<file path="config.mk">
export PLATFORM = sky130hd
export DESIGN_NAME = ldtu_framer
export DESIGN_NICKNAME = d
export VERILOG_FILES = /design/src/rtl/ldtu_framer.sv
export SDC_FILE = /design/constraint.sdc
export NUM_CORES = 1
export LEC_CHECK = 0
export ABC_AREA = 1
export BUFFER_PORTS_ARGS = -buffer_cell sky130_fd_sc_hd__buf_2
export CAP_MARGIN = 20
export CORE_MARGIN = 2
export CORE_UTILIZATION = 55
export DETAILED_ROUTE_END_ITERATION = 10
export PLACE_DENSITY = 0.87
export SYNTH_ARGS = -nofsm -noshare
export SYNTH_HDL_FRONTEND = slang
export SYNTH_SLANG_ARGS = --single-unit
</file>
<file path="constraint.sdc">
create_clock -name clk_i -period 7.6 [get_ports clk_i]
set_clock_uncertainty 0.2 [all_clocks]
set_input_delay 0 -clock clk_i [delete_from_list [all_inputs] [get_ports clk_i]]
set_output_delay 0 -clock clk_i [all_outputs]
set_load 0.005 [all_outputs]
</file>
<file path="src/rtl/ldtu_framer.sv">
// LDTU framer: packs 32-bit words into frames closed by a CRC-12 trailer word,
// with a first-word-fall-through output FIFO and a pass-through fallback mode.
module ldtu_framer #(
    parameter int          FRAME_LEN  = 50,
    parameter int          FIFO_DEPTH = 4,
    parameter int          TIMEOUT    = 0,
    parameter logic [11:0] CRC_POLY   = 12'h80F
) (
    input  logic        clk_i,
    input  logic        rst_ni,
    input  logic        fallback_i,
    input  logic        in_valid_i,
    input  logic [31:0] in_data_i,
    input  logic        fb_valid_i,
    input  logic [31:0] fb_data_i,
    input  logic        out_ready_i,
    output logic        out_valid_o,
    output logic [31:0] out_data_o,
    output logic        losing_data_o,
    output logic [15:0] lost_count_o,
    output logic [7:0]  frame_count_o
);

    localparam int          AW         = (FIFO_DEPTH > 1) ? $clog2(FIFO_DEPTH) : 1;
    localparam logic [AW:0] DepthCnt   = (AW + 1)'(FIFO_DEPTH);
    localparam logic [7:0]  FrameLen   = 8'(FRAME_LEN);
    localparam logic [15:0] TimeoutCnt = 16'(TIMEOUT);

    typedef enum logic [1:0] {IDLE, COLLECT, PEND} state_t;

    logic [31:0]   mem [FIFO_DEPTH];
    logic [AW-1:0] rdPtr_q, wrPtr_q;
    logic [AW:0]   count_q;
    state_t        state_q;
    logic [7:0]    samples_q, wordCnt_q, frameCnt_q;
    logic [11:0]   crc_q;
    logic [15:0]   idle_q, lost_q;
    logic          losing_q;

    logic        wordSeen, pop, room, trailerPush, push, accept, drop;
    logic [31:0] wordData, pushData, trailerWord;
    logic [7:0]  wordNext;

    function automatic logic [11:0] crcStep(input logic [11:0] crc, input logic [31:0] data);
        logic [11:0] c;
        logic        fb;
        c = crc;
        for (int i = 31; i >= 0; i--) begin
            fb = c[11] ^ data[i];
            c  = {c[10:0], 1'b0} ^ (fb ? CRC_POLY : 12'h000);
        end
        return c;
    endfunction

    function automatic logic [7:0] sampleInc(input logic [7:0] d);
        if (d[7:6] == 2'b01)        return 8'd5;
        else if (d[7:6] == 2'b10)   return {2'b00, d[5:0]};
        else if (d[7:2] == 6'b001010) return 8'd2;
        else if (d[7:6] == 2'b00)   return 8'd1;
        else                        return 8'd0;
    endfunction

    // A trailer only claims the FIFO write port in a cycle with no incoming word.
    assign wordSeen    = in_valid_i | fb_valid_i;
    assign wordData    = fallback_i ? fb_data_i : in_data_i;
    assign pop         = (count_q != '0) && out_ready_i;
    assign room        = (count_q != DepthCnt) || pop;
    assign trailerPush = !fallback_i && (state_q == PEND) && !wordSeen && room;
    assign accept      = wordSeen && room && !fallback_i;
    assign drop        = wordSeen && !room;
    assign push        = (wordSeen && room) || trailerPush;
    assign trailerWord = {4'b1101, samples_q, crc_q, frameCnt_q};
    assign pushData    = trailerPush ? trailerWord : wordData;
    assign wordNext    = (wordCnt_q == 8'hFF) ? 8'hFF : wordCnt_q + 8'd1;

    always_ff @(posedge clk_i) begin
        if (push) mem[wrPtr_q] <= pushData;
    end

    always_ff @(posedge clk_i or negedge rst_ni) begin
        if (!rst_ni) begin
            rdPtr_q <= '0;
            wrPtr_q <= '0;
            count_q <= '0;
        end else begin
            if (push) wrPtr_q <= wrPtr_q + 1'b1;
            if (pop)  rdPtr_q <= rdPtr_q + 1'b1;
            unique case ({push, pop})
                2'b10:   count_q <= count_q + 1'b1;
                2'b01:   count_q <= count_q - 1'b1;
                default: count_q <= count_q;
            endcase
        end
    end

    // Drop accounting survives fallback; only reset clears it.
    always_ff @(posedge clk_i or negedge rst_ni) begin
        if (!rst_ni) begin
            state_q    <= IDLE;
            samples_q  <= '0;
            wordCnt_q  <= '0;
            frameCnt_q <= '0;
            crc_q      <= '0;
            idle_q     <= '0;
            lost_q     <= '0;
            losing_q   <= 1'b0;
        end else begin
            losing_q <= drop;
            if (drop && lost_q != 16'hFFFF) lost_q <= lost_q + 16'd1;

            if (fallback_i) begin
                state_q    <= IDLE;
                samples_q  <= '0;
                wordCnt_q  <= '0;
                frameCnt_q <= '0;
                crc_q      <= '0;
                idle_q     <= '0;
            end else if (trailerPush) begin
                state_q    <= IDLE;
                samples_q  <= '0;
                wordCnt_q  <= '0;
                frameCnt_q <= frameCnt_q + 8'd1;
                crc_q      <= '0;
                idle_q     <= '0;
            end else if (accept) begin
                samples_q <= samples_q + sampleInc(wordData[31:24]);
                crc_q     <= crcStep(crc_q, wordData);
                wordCnt_q <= wordNext;
                idle_q    <= '0;
                if (state_q != PEND) state_q <= (wordNext >= FrameLen) ? PEND : COLLECT;
            end else if (wordSeen) begin
                idle_q <= '0;
            end else if (state_q == COLLECT && TimeoutCnt != 16'd0) begin
                idle_q <= idle_q + 16'd1;
                if (idle_q + 16'd1 == TimeoutCnt) state_q <= PEND;
            end
        end
    end

    assign out_valid_o   = (count_q != '0);
    assign out_data_o    = out_valid_o ? mem[rdPtr_q] : 32'hF000_0000;
    assign losing_data_o = losing_q;
    assign lost_count_o  = lost_q;
    assign frame_count_o = frameCnt_q;

endmodule

</file>
# After elaboration in Yosys (flattened, before gate mapping)
# Memories as Yosys holds them, arrays and structs flattened.
# Cells that the tools add are included.
op_classes:
  n_addsub: 8
  mul: 0
  n_div: 0
  order_cmp: 1
  eq_ne: 10
  shift: 0
  mux: 62
  n_bitwise: 65
  reduce_logical: 20
ops:
  columns: ["cell", "n"]
  rows:
  - ["2-to-1 mux 12 bit", 35]
  - ["XOR 12 bit", 32]
  - ["2-to-1 mux 32 bit", 3]
  - ["2-to-1 mux 8 bit", 12]
  - ["XOR 1 bit", 32]
  - ["adder 16 x 1 -> 16 bit (second input constant)", 1]
  - ["adder 8 x 1 -> 8 bit (second input constant)", 2]
  - ["!= test 16 bit (second input constant)", 1]
  - ["2-to-1 mux 2 bit", 6]
  - ["2-to-1 mux 6 bit", 2]
  - ["nonzero test 3 bit", 3]
  - ["adder 8 bit", 1]
  - ["equality test 8 bit (second input constant)", 1]
  - ["greater-or-equal comparator 8 x 6 -> 1 bit (second input constant)", 1]
  - ["logical AND 1 bit", 8]
  - ["equality test 2 bit (second input constant)", 3]
  - ["equality test 6 x 4 -> 1 bit (second input constant)", 1]
  - ["one-hot mux 3 bit (2 select lines)", 1]
  - ["adder 2 x 1 -> 2 bit (second input constant)", 2]
  - ["equality test 2 x 1 -> 1 bit (second input constant)", 2]
  - ["nonzero test 2 bit", 2]
  - ["adder 3 x 1 -> 3 bit (second input constant)", 1]
  - ["logical NOT 1 bit", 3]
  - ["2-to-1 mux 1 bit", 3]
  - ["7 further kinds", 8]
word_totals:
  ff_bits: 62
  latchBits: 0
  ramBits: 128
  rom_bits: 0
  in_bits: 70
  out_inout_bits: 58
  wordCells: 177
  n_memories: 1
mem_list:
  columns: ["memory", "words", "width", "read_ports", "rd_ports_with_merged_regs", "write_ports", "line", "text"]
  rows:
  - ["mem", 4, 32, 1, 0, 1, "31", "logic [31:0] mem [FIFO_DEPTH];"]

# Longest topological paths before layout
logic_depth:
  ltp_word: 100
  mapped_depth: 30
  mapped_depth_nobuf: 29

# Worst setup path before layout
# No wires, ideal clock.
synth_timing:
  path_kind: "in2reg"
  from: "input fallback_i"
  to: "memory mem[0][0] (enable)"
  setup_ns: 0.421
  arrival_time_ns: 2.869
  t_required_ns: 6.979
  path_slack_ns: 4.110
  cell_stages: 7
  path_buffers: 4
  path_cell_list: "buf_4 buf_4 clkbuf_1 nor4_2 clkbuf_1 nor2_1 nor2_1"
synth_via:
  elab_chain_cells: 7
synth_lines:
  columns: ["element", "line", "text"]
  rows:
  - ["start, declared", "11", "input logic fallback_i,"]
  - ["logical NOT 1 bit", "68", "assign trailerPush = !fallback_i && (state_q == PEND) && !wordSeen && room;"]
  - ["logical AND 1 bit (3 in a row)", "68", null]
  - ["logical OR 1 bit", "71", "assign push = (wordSeen && room) || trailerPush;"]
  - ["2-to-1 mux 1 bit", "77", "if (push) mem[wrPtr_q] <= pushData;"]
  - ["2-to-1 mux 1 bit (implied by the code)", "77", null]
  - ["end, declared", "31", null]
# Every way passes these cells.

# Final worst setup path
layout_timing:
  from: "input fallback_i"
  to: "register samples_q[7]"
layout_via:
  elab_chain_cells: 13
  word_cells_on_any_way: 22
  classes_between: "add/sub (1); eq/ne (3); mux (11); reduce/logical (7)"
layout_lines:
  columns: ["element", "line", "text"]
  rows:
  - ["2-to-1 mux 32 bit", "65", "assign wordData = fallback_i ? fb_data_i : in_data_i;"]
  - ["logical NOT 2 bit", "59", "else if (d[7:6] == 2'b00) return 8'd1;"]
  - ["2-to-1 mux 1 bit", "59", null]
  - ["2-to-1 mux 2 bit", "58", "else if (d[7:2] == 6'b001010) return 8'd2;"]
  - ["2-to-1 mux 6 bit", "57", "else if (d[7:6] == 2'b10) return {2'b00, d[5:0]};"]
  - ["2-to-1 mux 6 bit", "56", "if (d[7:6] == 2'b01) return 8'd5;"]
  - ["2-to-1 mux 8 bit", "125", "end else if (accept) begin"]
  - ["2-to-1 mux 8 bit", "118", "end else if (trailerPush) begin"]
  - ["2-to-1 mux 8 bit", "111", "if (fallback_i) begin"]
  - ["adder 8 bit", "126", "samples_q <= samples_q + sampleInc(wordData[31:24]);"]
  - ["2-to-1 mux 8 bit", "125", null]
  - ["2-to-1 mux 8 bit", "118", null]
  - ["2-to-1 mux 8 bit", "111", null]
  - ["end signal, assigned", "126", null]
  - ["end, declared", "35", "logic [7:0] samples_q, wordCnt_q, frameCnt_q;"]
# Several ways; a longest one is shown, not always the timed one. The select of a mux whose other input is x is not followed.
# A chain may end at the register's enable or synchronous reset.

==> reports/results.ini <==
[critical_path]
worstPathArrival_ps=3500
critPathKind=input port to register
worstSetupStartpointType=input port
crit_path_end_kind=register
path_max_fanout=47
crit_required_ps=7760

[placed_design]
globalplace.congestion=0.993
place_hpwl_mm=19.7
port_buffers=127
pre_cts_ws_ps=3950
dp_cells=1583

[timing]
finalHoldViolCount=0
fin_crit_sh=0.440
worst_pin_slew_ps=934
rsz0062_at_grt=no
finalWorstPathRequiredPeriod_ps=3350
fin_ws_ps=4250
maxSlewHeadroom=0.375
final_max_slew_viol_count=0
max_freq_ghz=0.299
finalSetupViolCount=0
finalSetupTns_ps=0

[floorplan]
die_y_um=141
fp-row-count=50
initial_core_util=0.558
die_w_um=141
die_area_um2=20000
top_level_ports=128
coreArea_um2=18600

[detailed_routing]
drt-pass1-iter-count=7
route.detailed.drc=0
wl_per_cell_um=17.1
num_vias=9174
drt_iter0_markers=982
vias_per_cell=5.66
wl_mm=27.8
detail-route-antenna-nets=0

[global_routing]
grt_max_degree=67
antenna_found_initial=0
grt_pass1_vias=8528
grt_usage=0.283
grt_overflow=0
grt_first_pass_wirelength_mm=43.7

[logic_synthesis]
synth.cell_area_um2=10400
synth.distinct_cells=45
synth_edf_count=128
synthCells=1251
synth.ff_latch_count=190
ys.warnings.count=0
seq_area_frac_synth=0.520
avgSynthCellArea_um2=8.29
yosys_most_used_dff=edfxtp_1
syn_nets=1337
synthArstFlopShare=0.326

[cts]
holdBufCountCts=7
clk_pin_slew_ps=70
cts_tree=yes
postCtsSetupBuffers=0
cts_resized=0
cts-buffers-inserted=17
htreeDepth=4
cts_root_buf=clkbuf_16
cts.path.max_buffers=2
clkLatencyLatePin_ps=440
cts_sinks=190

[pwr]
p_leak_nw=5.50
power_density_nw_per_um2=393
power.total_mw=4.66
ir_drop_mv=0.412

[outcome]
outcome=complete, no violations

[finish]
antennaDiodeCount=0
fin_cells=1622
nNetsFinal=1461
drive_gt1_frac=0.141
area_growth_pct=14.4

[run]
cap_violations=0

[worst_hold_path]
hold_path_class=input port to register

-- worst max-delay path, stage by stage --
cell and delay, ps:
buf_2 70, buf_4 420, inv_2 410, nand2_1 220
nand2_1 230, inv_1 180, nand2_1 120, o21ai_0 190
ha_1 300, a21oi_1 170, inv_1 50, a31oi_1 150
inv_1 80, nand2_1 60, inv_1 50, nor2_1 80
nor2_1 60, nor2_1 80, nor2_1 70, o211ai_1 220
o21ai_0 110, a21oi_1 140
-- sequential cells by signal, summed over array words and instances (netlist names), 2 cells and up --
| signal | count |
|---|---|
| count_q | 3 |
| crc_q | 12 |
| frame_count_o | 8 |
| lost_count_o | 16 |
| mem | 128 |
| rdPtr_q | 2 |
| samples_q | 8 |
| state_q | 2 |
| wordCnt_q | 8 |
| wrPtr_q | 2 |
-- metrics by stage --
step	util	hold slack (ps)	area, µm²
final	0.639	21.4	11900
after global routing	0.639	84.1	11900
after detailed placement	0.604	40.1	11200
after global placement	0.604	36.5	11200
after CTS	0.639	31.7	11900
after floorplan	-	-496	10400
-- Yosys cell counts, types with 6 or more instances --
master | number | area [µm²]
a21oi_1 | 49 | 245
buf_1 | 10 | 37.5
clkbuf_1 | 24 | 90.1
dfrtp_1 | 62 | 1550
edfxtp_1 | 128 | 3840
ha_1 | 14 | 175
inv_1 | 139 | 522
nand2_1 | 307 | 1150
nand3_1 | 88 | 440
nand3b_1 | 6 | 45.0
nor2_1 | 181 | 679
nor3_1 | 8 | 40.0
o21ai_0 | 125 | 626
o22ai_1 | 11 | 68.8
or2_2 | 10 | 62.6
xnor2_1 | 15 | 131
xor2_1 | 17 | 149
-- layout by cell type (no fill, tap or decap), drive strengths merged --
cell and count:
a211oi 1, a21boi 1, a21o 1, a21oi 49
a22o 1, a31oi 5, and3 1, buf 139
bufinv 1, clkbuf 17, clkinv 6, clkinvlp 1
dfrtp 62, dlygate4sd3 7, edfxtp 128, fa 2
ha 14, inv 148, mux2i 4, nand2 312
nand3 88, nand3b 6, nand4 5, nor2 181
nor3 8, nor3b 1, nor4 2, o211ai 1
o21ai 127, o21bai 2, o221ai 1, o22ai 11
o311ai 5, o32ai 3, or2 10, or4 1
xnor2 15, xor2 21
-- cell type report --
type                       instances  area, µm²
sequential                       190       5400
multi-input combinational        879       4270
tap                              234        293
clock buffer                      17        425
timing repair buffer             146        796
clock inverter                    15        153
fill                            1492       6720
inverter                         141        529
-- kinds of logic (layout without fill, tap and decap cells) --
| logic type | after synthesis | in the layout | synth area share |
|---|---|---|---|
| buffers and inverters | 182 | 319 | 0.0693 |
| XOR/XNOR | 36 | 36 | 0.0344 |
| adder cells (fa/ha/maj) | 16 | 16 | 0.0208 |
| multiplexers | 4 | 4 | 0.00386 |
| AND/OR/NAND/NOR | 615 | 615 | 0.244 |
| flip-flops | 190 | 190 | 0.520 |
| AO/OA/AOI/OAI | 208 | 208 | 0.107 |
-- power breakdown --
part           switching [mW]  internal, mW  total (mW)  leakage, nW
clock network           0.415         0.465       0.880        0.284
registers               0.106          1.42        1.52         2.00
logic                    1.51         0.754        2.26         3.22
total                    2.03          2.63        4.66         5.50
-- per-layer routing --
| layer | wire (µm) | track usage | vias to the layer above | share of wire |
|---|---|---|---|---|
| li1 | - | - | 4373 | - |
| met1 | 11200 | 0.381 | 4269 | 0.40 |
| met2 | 13100 | 0.457 | 460 | 0.47 |
| met3 | 2570 | 0.0553 | 72 | 0.093 |
| met4 | 937 | 0.109 | 0 | 0.034 |
| met5 | 0 | 0 | - | 0 |
-- final timing paths --
kind,startpoint,endpoint,cells past startpoint,slack (ps)
min reg2reg,lost_count_o[15],lost_count_o[15],1,290
max reg2reg,count_q[0],samples_q[4],9,4310
max in group asynchronous,rst_ni,rdPtr_q[0],3,6510
min,in_valid_i,lost_count_o[1],6,20
min in group asynchronous,rst_ni,lost_count_o[15],3,90
max,fallback_i,samples_q[7],22,4250
No activity file was read; power rests on OpenSTA's default activity.
